## config.mk

```make
export PLATFORM = sky130hd
export DESIGN_NAME = imem_loader_flat
export DESIGN_NICKNAME = d
export VERILOG_FILES = /design/src/rtl/imem_loader_pkg.sv /design/src/rtl/imem_loader_if.sv /design/src/rtl/imem_loader_word_packer.sv /design/src/rtl/imem_loader.sv /design/src/flat_wrapper.sv
export SDC_FILE = /design/constraint.sdc
export NUM_CORES = 1
export LEC_CHECK = 0
export BUFFER_PORTS_ARGS = -buffer_cell sky130_fd_sc_hd__buf_2
export CAP_MARGIN = 20
export CORE_AREA = 2 2 96 168
export DETAILED_ROUTE_END_ITERATION = 10
export DIE_AREA = 0 0 98 170
export PLACE_DENSITY = 0.65
export SETUP_SLACK_MARGIN = 0.1
export SKIP_CTS_REPAIR_TIMING = 1
export SLEW_MARGIN = 10
export SYNTH_ARGS = -nofsm -noshare
export SYNTH_HDL_FRONTEND = slang
export SYNTH_SLANG_ARGS = --single-unit
```

## constraint.sdc

```tcl
create_clock -name clk -period 4.6 [get_ports clk]
set_input_delay 0 -clock clk [delete_from_list [all_inputs] [get_ports clk]]
set_output_delay 0 -clock clk [all_outputs]
set_load 0.02 [all_outputs]
```

## src/rtl/imem_loader_pkg.sv

```systemverilog
// Shared types and constants for the instruction-memory boot loader.
package imem_loader_pkg;

  typedef enum logic [2:0] {
    IDLE,
    LEN_LO,
    LEN_HI,
    PAYLOAD,
    CHECK,
    DONE,
    ERROR
  } state_t;

  localparam logic [7:0] MAGIC_DEFAULT = 8'hA5;

  function automatic int bytes_per_word(input int instr_width);
    return instr_width / 8;
  endfunction

endpackage

```

## src/rtl/imem_loader_if.sv

```systemverilog
// Host byte stream plus instruction-memory write port and boot status.
interface imem_loader_if #(
  parameter int INSTR_WIDTH = 32,
  parameter int ADDR_WIDTH  = 10
);
  logic [7:0]             s_data;
  logic                   s_valid;
  logic                   s_ready;
  logic                   start;
  logic                   imem_we;
  logic [ADDR_WIDTH-1:0]  imem_waddr;
  logic [INSTR_WIDTH-1:0] imem_wdata;
  logic                   cpu_hold;
  logic                   load_done;
  logic                   load_err;
  logic [15:0]            words_written;

  modport slave (
    input  s_data, s_valid, start,
    output s_ready, imem_we, imem_waddr, imem_wdata,
    output cpu_hold, load_done, load_err, words_written
  );

  modport master (
    output s_data, s_valid, start,
    input  s_ready, imem_we, imem_waddr, imem_wdata,
    input  cpu_hold, load_done, load_err, words_written
  );
endinterface

```

## src/rtl/imem_loader_word_packer.sv

```systemverilog
// Little-endian byte-to-word assembly; o_word is combinational so the
// completed word is available on the edge that accepts its last lane.
module imem_loader_word_packer
  import imem_loader_pkg::*;
#(
  parameter int INSTR_WIDTH = 32
) (
  input  logic                   clk,
  input  logic                   rst_n,
  input  logic                   i_clr,
  input  logic                   i_byte_vld,
  input  logic [7:0]             i_byte,
  output logic                   o_word_ready,
  output logic [INSTR_WIDTH-1:0] o_word
);
  localparam int BPW    = bytes_per_word(INSTR_WIDTH);
  localparam int LANE_W = (BPW > 1) ? $clog2(BPW) : 1;
  localparam logic [LANE_W-1:0] LAST_LANE = LANE_W'(BPW - 1);

  logic [LANE_W-1:0]      r_lane;
  logic [INSTR_WIDTH-1:0] r_word;
  logic [INSTR_WIDTH-1:0] w_word;

  always_comb begin
    w_word = r_word;
    w_word[{r_lane, 3'b000} +: 8] = i_byte;
  end

  assign o_word_ready = i_byte_vld && (r_lane == LAST_LANE);
  assign o_word       = w_word;

  always_ff @(posedge clk or negedge rst_n) begin
    if (!rst_n) begin
      r_lane <= '0;
      r_word <= '0;
    end else if (i_clr) begin
      r_lane <= '0;
      r_word <= '0;
    end else if (i_byte_vld) begin
      r_word <= w_word;
      r_lane <= o_word_ready ? '0 : r_lane + 1'b1;
    end
  end

endmodule

```

## src/rtl/imem_loader.sv

```systemverilog
// Boot loader: parses MAGIC, 16-bit word count, payload and XOR checksum,
// writing words from address 0 and releasing cpu_hold on a clean frame.
//   state   | meaning
//   IDLE    | hunting for MAGIC, other bytes dropped
//   LEN_LO  | expecting word count bits [7:0]
//   LEN_HI  | expecting word count bits [15:8], range check
//   PAYLOAD | packing bytes into words, writing memory
//   CHECK   | expecting checksum byte
//   DONE    | frame good, CPU released, waiting for start
//   ERROR   | frame rejected, CPU held, waiting for start
module imem_loader
  import imem_loader_pkg::*;
#(
  parameter int         INSTR_WIDTH = 32,
  parameter int         ADDR_WIDTH  = 10,
  parameter logic [7:0] MAGIC       = MAGIC_DEFAULT
) (
  input  logic         clk,
  input  logic         rst_n,
  imem_loader_if.slave bus
);
  localparam logic [16:0] MAX_WORDS = 17'(1) << ADDR_WIDTH;

  state_t                 r_state, w_state_nxt;
  logic [15:0]            r_len;
  logic [ADDR_WIDTH:0]    r_wcnt;
  logic [7:0]             r_csum;
  logic                   r_we;
  logic [ADDR_WIDTH-1:0]  r_waddr;
  logic [INSTR_WIDTH-1:0] r_wdata;
  logic                   r_hold;
  logic                   r_done;
  logic                   r_err;
  logic [15:0]            r_words;

  logic                   w_ready;
  logic                   w_accept;
  logic                   w_rearm;
  logic [15:0]            w_len_new;
  logic                   w_len_bad;
  logic                   w_last_word;
  logic                   w_pack_vld;
  logic                   w_word_ready;
  logic [INSTR_WIDTH-1:0] w_word;

  assign w_ready     = (r_state != DONE) && (r_state != ERROR);
  assign w_accept    = bus.s_valid && w_ready;
  assign w_rearm     = bus.start && !w_ready;
  assign w_len_new   = {bus.s_data, r_len[7:0]};
  assign w_len_bad   = {1'b0, w_len_new} > MAX_WORDS;
  assign w_last_word = (16'(r_wcnt) + 16'd1) == r_len;
  assign w_pack_vld  = w_accept && (r_state == PAYLOAD);

  imem_loader_word_packer #(.INSTR_WIDTH(INSTR_WIDTH)) u_word_packer (
    .clk          (clk),
    .rst_n        (rst_n),
    .i_clr        (w_rearm),
    .i_byte_vld   (w_pack_vld),
    .i_byte       (bus.s_data),
    .o_word_ready (w_word_ready),
    .o_word       (w_word)
  );

  always_ff @(posedge clk or negedge rst_n) begin
    if (!rst_n) r_state <= IDLE;
    else        r_state <= w_state_nxt;
  end

  always_comb begin
    w_state_nxt = r_state;
    unique case (r_state)
      IDLE:    if (w_accept && bus.s_data == MAGIC) w_state_nxt = LEN_LO;
      LEN_LO:  if (w_accept) w_state_nxt = LEN_HI;
      LEN_HI:
        if (w_accept) begin
          if (w_len_bad)               w_state_nxt = ERROR;
          else if (w_len_new == 16'd0) w_state_nxt = CHECK;
          else                         w_state_nxt = PAYLOAD;
        end
      PAYLOAD: if (w_word_ready && w_last_word) w_state_nxt = CHECK;
      CHECK:   if (w_accept) w_state_nxt = (bus.s_data == r_csum) ? DONE : ERROR;
      DONE,
      ERROR:   if (bus.start) w_state_nxt = IDLE;
      default: w_state_nxt = IDLE;
    endcase
  end

  always_ff @(posedge clk or negedge rst_n) begin
    if (!rst_n) begin
      r_len   <= '0;
      r_wcnt  <= '0;
      r_csum  <= '0;
      r_we    <= 1'b0;
      r_waddr <= '0;
      r_wdata <= '0;
      r_hold  <= 1'b1;
      r_done  <= 1'b0;
      r_err   <= 1'b0;
      r_words <= '0;
    end else begin
      r_we <= 1'b0;
      if (w_rearm) begin
        r_done  <= 1'b0;
        r_err   <= 1'b0;
        r_words <= '0;
        r_csum  <= '0;
        r_wcnt  <= '0;
        r_hold  <= 1'b1;
      end else if (w_accept) begin
        unique case (r_state)
          LEN_LO: r_len[7:0] <= bus.s_data;
          LEN_HI: begin
            r_len[15:8] <= bus.s_data;
            if (w_len_bad) r_err <= 1'b1;
          end
          PAYLOAD: begin
            r_csum <= r_csum ^ bus.s_data;
            if (w_word_ready) begin
              r_wdata <= w_word;
              r_waddr <= r_wcnt[ADDR_WIDTH-1:0];
              r_we    <= 1'b1;
              r_wcnt  <= r_wcnt + 1'b1;
              r_words <= r_words + 16'd1;
            end
          end
          CHECK: begin
            if (bus.s_data == r_csum) begin
              r_done <= 1'b1;
              r_hold <= 1'b0;
            end else begin
              r_err <= 1'b1;
            end
          end
          default: ;
        endcase
      end
    end
  end

  assign bus.s_ready       = w_ready;
  assign bus.imem_we       = r_we;
  assign bus.imem_waddr    = r_waddr;
  assign bus.imem_wdata    = r_wdata;
  assign bus.cpu_hold      = r_hold;
  assign bus.load_done     = r_done;
  assign bus.load_err      = r_err;
  assign bus.words_written = r_words;

endmodule

```

## src/flat_wrapper.sv

```systemverilog
// flat-port wrapper written by rule: the top's interface ports become plain ports
module imem_loader_flat import imem_loader_pkg::*;
#(
  parameter int         INSTR_WIDTH = 32,
  parameter int         ADDR_WIDTH  = 10,
  parameter logic [7:0] MAGIC       = MAGIC_DEFAULT
)
  (clk, rst_n, bus_s_data, bus_s_valid, bus_start, bus_s_ready, bus_imem_we, bus_imem_waddr, bus_imem_wdata, bus_cpu_hold, bus_load_done, bus_load_err, bus_words_written);
  imem_loader_if #(.INSTR_WIDTH(INSTR_WIDTH), .ADDR_WIDTH(ADDR_WIDTH)) bus_i ();
  input  logic clk;
  input  logic rst_n;
  input wire logic [$bits(bus_i.s_data)-1:0] bus_s_data;
  input wire logic [$bits(bus_i.s_valid)-1:0] bus_s_valid;
  input wire logic [$bits(bus_i.start)-1:0] bus_start;
  output wire logic [$bits(bus_i.s_ready)-1:0] bus_s_ready;
  output wire logic [$bits(bus_i.imem_we)-1:0] bus_imem_we;
  output wire logic [$bits(bus_i.imem_waddr)-1:0] bus_imem_waddr;
  output wire logic [$bits(bus_i.imem_wdata)-1:0] bus_imem_wdata;
  output wire logic [$bits(bus_i.cpu_hold)-1:0] bus_cpu_hold;
  output wire logic [$bits(bus_i.load_done)-1:0] bus_load_done;
  output wire logic [$bits(bus_i.load_err)-1:0] bus_load_err;
  output wire logic [$bits(bus_i.words_written)-1:0] bus_words_written;
  assign bus_i.s_data = bus_s_data;
  assign bus_i.s_valid = bus_s_valid;
  assign bus_i.start = bus_start;
  assign bus_s_ready = bus_i.s_ready;
  assign bus_imem_we = bus_i.imem_we;
  assign bus_imem_waddr = bus_i.imem_waddr;
  assign bus_imem_wdata = bus_i.imem_wdata;
  assign bus_cpu_hold = bus_i.cpu_hold;
  assign bus_load_done = bus_i.load_done;
  assign bus_load_err = bus_i.load_err;
  assign bus_words_written = bus_i.words_written;
  imem_loader #(.INSTR_WIDTH(INSTR_WIDTH), .ADDR_WIDTH(ADDR_WIDTH), .MAGIC(MAGIC)) u_core (.clk(clk), .rst_n(rst_n), .bus(bus_i));
endmodule
```

==> impl_metrics.csv, run 1 <==
group,metric,value,unit
sta,worst_clock_skew,0.00772,ns
final_layout,seq_area,3150,sq um
sta,relSlewSlack,39.2,%
sta,maxSlewViolCount,0,
yosys,synth-main-ff-cell,"dfrtp_1",
setup_path,crit_path_start_kind,"flop",
setup_path,rr_startpoint,"u_core.r_state[0]",
setup_path,reg2regPathDepth,7,
run_status,status,"complete, no violations",
sta,period_minus_slack,2.88,ns
clocking,clkSinkCount,126,
drt,dr.pass1.iters,5,
yosys,syn-cell-area,6020,sq um
floorplan,boundaryPins,75,
final_layout,multi_input_area,2630,sq um
sta,whs,0.0154,ns
setup_path,r2r_end,"u_core.bus.words_written[9]",
power,p_per_area,530,nW/um^2
setup_path,crit_arrival,3.18,ns
drt,highest_layer,"met4",
global_route,grt_overflow,0,
global_route,grt_pass1_wl,25100,um
drt,wl_met3,643,um
final_layout,utilization,46.7,%
drt,wl,15500,um
clocking,clock_latency,0.42,ns
clocking,cts_buffer_depth,2,
floorplan,fp.coreArea,15200,sq um
setup_path,endpoint,"u_core.bus.words_written[9]",
drt,wl_met2,8690,um
drt,routedWlPerCell,17.8,um
drt,wl_met1,5760,um
global_route,grt_pass1_vias,5008,
drt,vias_per_cell,5.59,
yosys,ys_ff_latch,126,
flow_run,maxCapViolCount,0,
sta,fin_tns_setup,0,ns
setup_path,worstPathMaxFanout,46,
drt,first_iter_violations,297,
yosys,synth.area.top_cells,"dfrtp_1 52%, nor2_1 6.7%, xor2_1 4.4%",
yosys,synth_top_area_share,51.9,%
hold_path,hold_class,"input pin to flop",
yosys,synth_top_cell_by_area,"dfrtp_1",
power,swShare,32.1,%
drt,drtAntennaViolNets,0,
yosys,syn-num-nets,636,
setup_path,critical_path_class,"flop to flop",
clocking,cts_tree,"yes",
clocking,cts_root_buf,"clkbuf_16",
final_layout,n_fill_cell,1449,
final_layout,antenna_cells,0,
floorplan,die_x,98,um
clocking,clk_pin_slew,0.06,ns
sta,worst_pin_slew,0.904,ns
floorplan,fp.dieH,170,um
sta,fmax,347,MHz
global_route,antenna_found_initial,0,
power,p_clk_share,37.6,%
power,leakagePower,3.45,nW
yosys,synth_warnings,0,
yosys,synth_edf_count,0,
sta,rsz0062_at_grt,"false",
power,seq_power_share,40.0,%
power,power.switching,0.00121,W
power,intPower,0.00256,W
yosys,syn_inst,617,
setup_path,end_kind,"flop",
sta,period_share,62.6,%
power,pwr-share-comb,22.3,%
sta,hold_violations,0,
drt,drcViolationCount,0,
setup_path,cp_data_required_time,4.90,ns
setup_path,rrSetupSlack,1.72,ns
global_route,grt_max_degree,72,
yosys,synth.avg_cell_area,9.76,sq um
floorplan,initial_utilization,39.5,%
placed_design,place_congestion,0.861,
clocking,numCtsBuffers,17,
yosys,synthDistinctLibCells,55,
placed_design,portBuffers,74,
setup_path,crit_start,"u_core.r_state[0]",
drt,num_vias,4869,
final_layout,area_delta_synth_final,18.0,%
power,ir_worst_vdd,0.272,mV
final_layout,nets,691,
global_route,grt_use_total,19.1,%
floorplan,die-area,16700,sq um
sta,finalSetupViolCount,0,
yosys,synth-seq-area-share,52.4,%
placed_design,dp_hpwl,10500,um
floorplan,rows,60,
final_layout,drive_above_1_share,19.6,%
clocking,cts_max_level,4,
yosys,synth-async-reset-ratio,100,%
worst max-delay path, cell delays in order (launching register included):
cell	delay, ns
dfrtp_1	0.50
and4b_1	0.26
buf_4	0.21
nand2_4	0.33
clkinv_4	0.39
nor2_1	0.70
o21ai_0	0.22
o41ai_1	0.10
cells by family (layout without fill, tap and decap cells):
group / count (synthesis) / in the layout / share of synthesized area, %
AOI/OAI and AO/OA: 128 / 128 / 14.9
DFF: 126 / 126 / 52.4
and+or+nand+nor: 239 / 239 / 18.0
xor gates and xnor gates: 42 / 42 / 6.11
adders and majority gates: 8 / 8 / 1.62
muxes: 16 / 16 / 2.97
buffers and inverters: 58 / 126 / 4.01
worst min path at each step:
stage                  startpoint                       end  cells after the start
floorplan                   rst_n  u_core.bus.imem_waddr[0]                      0
global placement            rst_n          u_core.r_csum[3]                      1
detailed placement          rst_n          u_core.r_csum[3]                      1
CTS                         rst_n          u_core.r_csum[7]                      1
global route        bus_s_data[5]           u_core.r_len[5]                      3
finish              bus_s_data[5]           u_core.r_len[5]                      3
synthesized netlist by cell type, types with 13 or more instances:
master / number
dfrtp_1: 125
a22oi_1: 24
mux2_2: 15
xor2_1: 30
a221oi_1: 24
a21oi_1: 13
clkbuf_1: 35
nor2_1: 108
o21ai_0: 35
inv_1: 13
nand2_1: 69
metrics by stage:
| step | setup slack [ns] | cell area (sq um) | instances | power, W |
|---|---|---|---|---|
| after floorplan | 2.44 | 6020 | 617 | 0.00212 |
| after global placement | 1.91 | 6480 | 838 | 0.00233 |
| after detailed placement | 1.77 | 6480 | 838 | 0.00237 |
| after CTS | 1.76 | 7100 | 870 | 0.00379 |
| after global routing | 1.53 | 7110 | 871 | 0.00395 |
| final | 1.72 | 7110 | 871 | 0.00377 |
metal layers:
layer | track usage, % | vias to the layer above
met3 | 4.48 | 33
met4 | 9.06 | 0
met2 | 35.9 | 137
met5 | 0 | -
met1 | 19.7 | 2430
li1 | - | 2269
placed cells by master, fill, tap and decap left out, drive strengths merged, types with 2 or more instances in the layout:
| master | count |
|---|---|
| and2 | 4 |
| o2111ai | 2 |
| a211oi | 4 |
| dfrtp | 125 |
| o21ai | 35 |
| ha | 7 |
| a21oi | 13 |
| nor2 | 108 |
| mux2 | 15 |
| and4b | 3 |
| o41ai | 2 |
| o21bai | 2 |
| nand3 | 12 |
| bufinv | 4 |
| o21a | 2 |
| inv | 14 |
| nor4 | 9 |
| nand2 | 71 |
| clkinvlp | 3 |
| xor2 | 30 |
| a22oi | 24 |
| a22o | 8 |
| buf | 78 |
| or4 | 2 |
| o311ai | 2 |
| clkbuf | 18 |
| xnor2 | 12 |
| and3 | 4 |
| clkinv | 8 |
| nand4 | 5 |
| a221oi | 24 |
| or3 | 9 |
| and4 | 2 |
| nor3 | 7 |
| o31ai | 4 |
area by class of cell:
| class | count | share of cell area [%] |
|---|---|---|
| Clock inverter | 14 | 2.71 |
| Sequential cell | 126 | 44.4 |
| Clock buffer | 18 | 6.03 |
| Inverter | 15 | 0.862 |
| Tap cell | 186 | 3.27 |
| Multi-Input combinational cell | 433 | 37.0 |
| Timing Repair Buffer | 79 | 5.81 |
sequential cells by signal, indices dropped and copies added (netlist names):
signal / cells
u_core.bus.imem_waddr: 10
u_core.bus.load_done: 1
u_core.r_state: 3
u_core.bus.imem_we: 1
u_core.bus.cpu_hold: 1
u_core.r_csum: 8
u_core.bus.words_written: 16
u_core.r_wcnt: 11
u_core.bus.imem_wdata: 32
u_core.bus.load_err: 1
u_core.u_word_packer.r_word: 24
u_core.u_word_packer.r_lane: 2
u_core.r_len: 16
power by group through the flow:
stage | clock network [W] | registers (W) | logic, W
6_report | 0.00142 | 0.00151 | 0.000842
3_5_place_dp | 0 | 0.00152 | 0.000841
4_1_cts | 0.00143 | 0.00151 | 0.000848
5_1_grt | 0.00148 | 0.00154 | 0.000931
3_3_place_gp | 0 | 0.00151 | 0.000816
2_1_floorplan | 0 | 0.00151 | 0.000608
(Power assumes the default switching activity.)
==> run 2, diff against run 1 <==
clock period = 2.9 ns   (was 4.6 ns; I/O delays follow)
==> impl_metrics.csv, run 2 (same netlist as run 1, synthesis figures left out) <==
group,metric,value,unit
power,power.switching,0.00192,W
global_route,grt_pass1_wl,25900,um
sta,worst_pin_slew,0.816,ns
drt,vias_per_cell,5.59,
drt,wl,16000,um
drt,drtAntennaViolNets,0,
clocking,clk_pin_slew,0.06,ns
final_layout,layout_commonest_cell,"dfrtp_1",
setup_path,crit_arrival,2.78,ns
final_layout,antenna_cells,0,
global_route,antenna_found_initial,0,
setup_path,worstPathMaxFanout,8,
setup_path,crit_path_start_kind,"flop",
sta,maxSlewViolCount,0,
setup_path,rrSetupSlack,0.40,ns
sta,whs,0.0237,ns
sta,rsz0062_at_grt,"false",
sta,fin_tns_setup,0,ns
hold_path,hold_end,"u_core.r_len[5]",
final_layout,nets,697,
final_layout,largest_register_ffs,32,
clocking,clock_latency,0.42,ns
floorplan,initial_utilization,39.5,%
drt,num_vias,4892,
final_layout,layout_common_cells,"125 x dfrtp_1, 108 x nor2_1, 73 x buf_2",
floorplan,fp.coreArea,15200,sq um
power,p_per_area,818,nW/um^2
hold_path,hold_depth,3,
drt,drcViolationCount,0,
setup_path,r2r_end,"u_core.r_state[0]",
global_route,grt_pass1_vias,5084,
clocking,numCtsBuffers,17,
final_layout,area_delta_synth_final,17.8,%
power,leakagePower,3.46,nW
power,power,0.00580,W
power,swShare,33.1,%
floorplan,die_x,98,um
global_route,grt_overflow,0,
power,p_clk_share,34.7,%
sta,period_share,86.3,%
sta,worst_clock_skew,0.00920,ns
sta,period_minus_slack,2.50,ns
sta,relSlewSlack,45.4,%
placed_design,portBuffers,74,
floorplan,boundaryPins,75,
sta,hold_violations,0,
clocking,cts_max_level,4,
sta,finalSetupViolCount,0,
power,ir_worst_vdd,0.373,mV
final_layout,drive_above_1_share,20.2,%
clocking,cts_tree,"yes",
clocking,clkSinkCount,126,
setup_path,end_kind,"flop",
drt,first_iter_violations,300,
floorplan,die-area,16700,sq um
hold_path,holdCritStartpoint,"bus_s_data[5]",
clocking,cts_root_buf,"clkbuf_16",
clocking,cts_buffer_depth,2,
drt,routedWlPerCell,18.3,um
setup_path,critical_path_class,"flop to flop",
drt,dr.pass1.iters,5,
flow_run,maxCapViolCount,0,
setup_path,rr_startpoint,"u_core.r_wcnt[0]",
floorplan,rows,60,
power,intPower,0.00388,W
hold_path,hold_class,"input pin to flop",
global_route,grt_max_degree,82,
global_route,grt_use_total,19.7,%
power,seq_power_share,41.4,%
setup_path,reg2regPathDepth,7,
floorplan,fp.dieH,170,um
placed_design,placed_cell_area,6540,sq um
final_layout,utilization,46.6,%
power,pwr-share-comb,23.9,%
sta,fmax,400,MHz
run_status,status,"complete, no violations",
setup_path,cp_data_required_time,3.17,ns
placed_design,dp_hpwl,11000,um
placed_design,place_congestion,0.824,
final_layout,final_cell_area,7100,sq um
## run 2: cell count changes in the layout (fill, tap and decap cells not counted), sizes merged
| cell | delta |
|---|---|
| buf | +6 |
| inv | -1 |
| bufinv | -2 |
| clkinv | +2 |
| clkbuf | -1 |
## run 2: layout make-up
cell class	count	area, sq um
clock buffer	17	425
clock inverter	13	126
fill	1469	8140
inverter	15	61.3
multi-input combinational	433	2630
sequential	126	3150
tap	186	233
timing repair buffer	85	470
## run 2: worst max path at each step
stage	to	slack, ns	startpoint
final	u_core.r_state[0]	0.40	u_core.r_wcnt[0]
after global routing	u_core.r_state[0]	0.13	u_core.r_wcnt[0]
after CTS	u_core.r_state[0]	0.41	u_core.r_wcnt[0]
after detailed placement	u_core.r_state[0]	0.43	u_core.r_wcnt[0]
after global placement	u_core.r_state[0]	0.57	u_core.r_wcnt[0]
after floorplan	u_core.u_word_packer.r_word[1]	0.74	u_core.u_word_packer.r_lane[0]
## run 2: stage by stage
step,cells,setup WS (ns)
after global placement,844,0.570
after detailed placement,844,0.428
after global routing,875,0.134
final,875,0.398
after floorplan,617,0.744
after CTS,874,0.409
## run 2: power by group through the flow
stage	combinational [W]	sequential [W]	clock, W
2_1_floorplan	0.000964	0.00240	0
3_3_place_gp	0.00133	0.00239	0
3_5_place_dp	0.00138	0.00243	0
4_1_cts	0.00139	0.00239	0.00204
5_1_grt	0.00153	0.00245	0.00211
6_report	0.00139	0.00240	0.00202
## run 2: critical path: stages, from the launching register on
cell      delay (ns)
dfrtp_1         0.47
ha_1            0.32
nand3_1         0.21
nor4_1          0.50
xnor2_1         0.17
o311ai_0        0.19
o41ai_2         0.36
o211ai_1        0.14
## run 2: layer usage
layer	routed length (um)	vias up	share of wire, %	track usage [%]
met5	0	-	0	0
met4	364	0	2.3	9.18
met3	583	23	3.6	3.20
met2	9080	135	57	37.9
met1	5970	2462	37	20.3
li1	-	2272	-	-
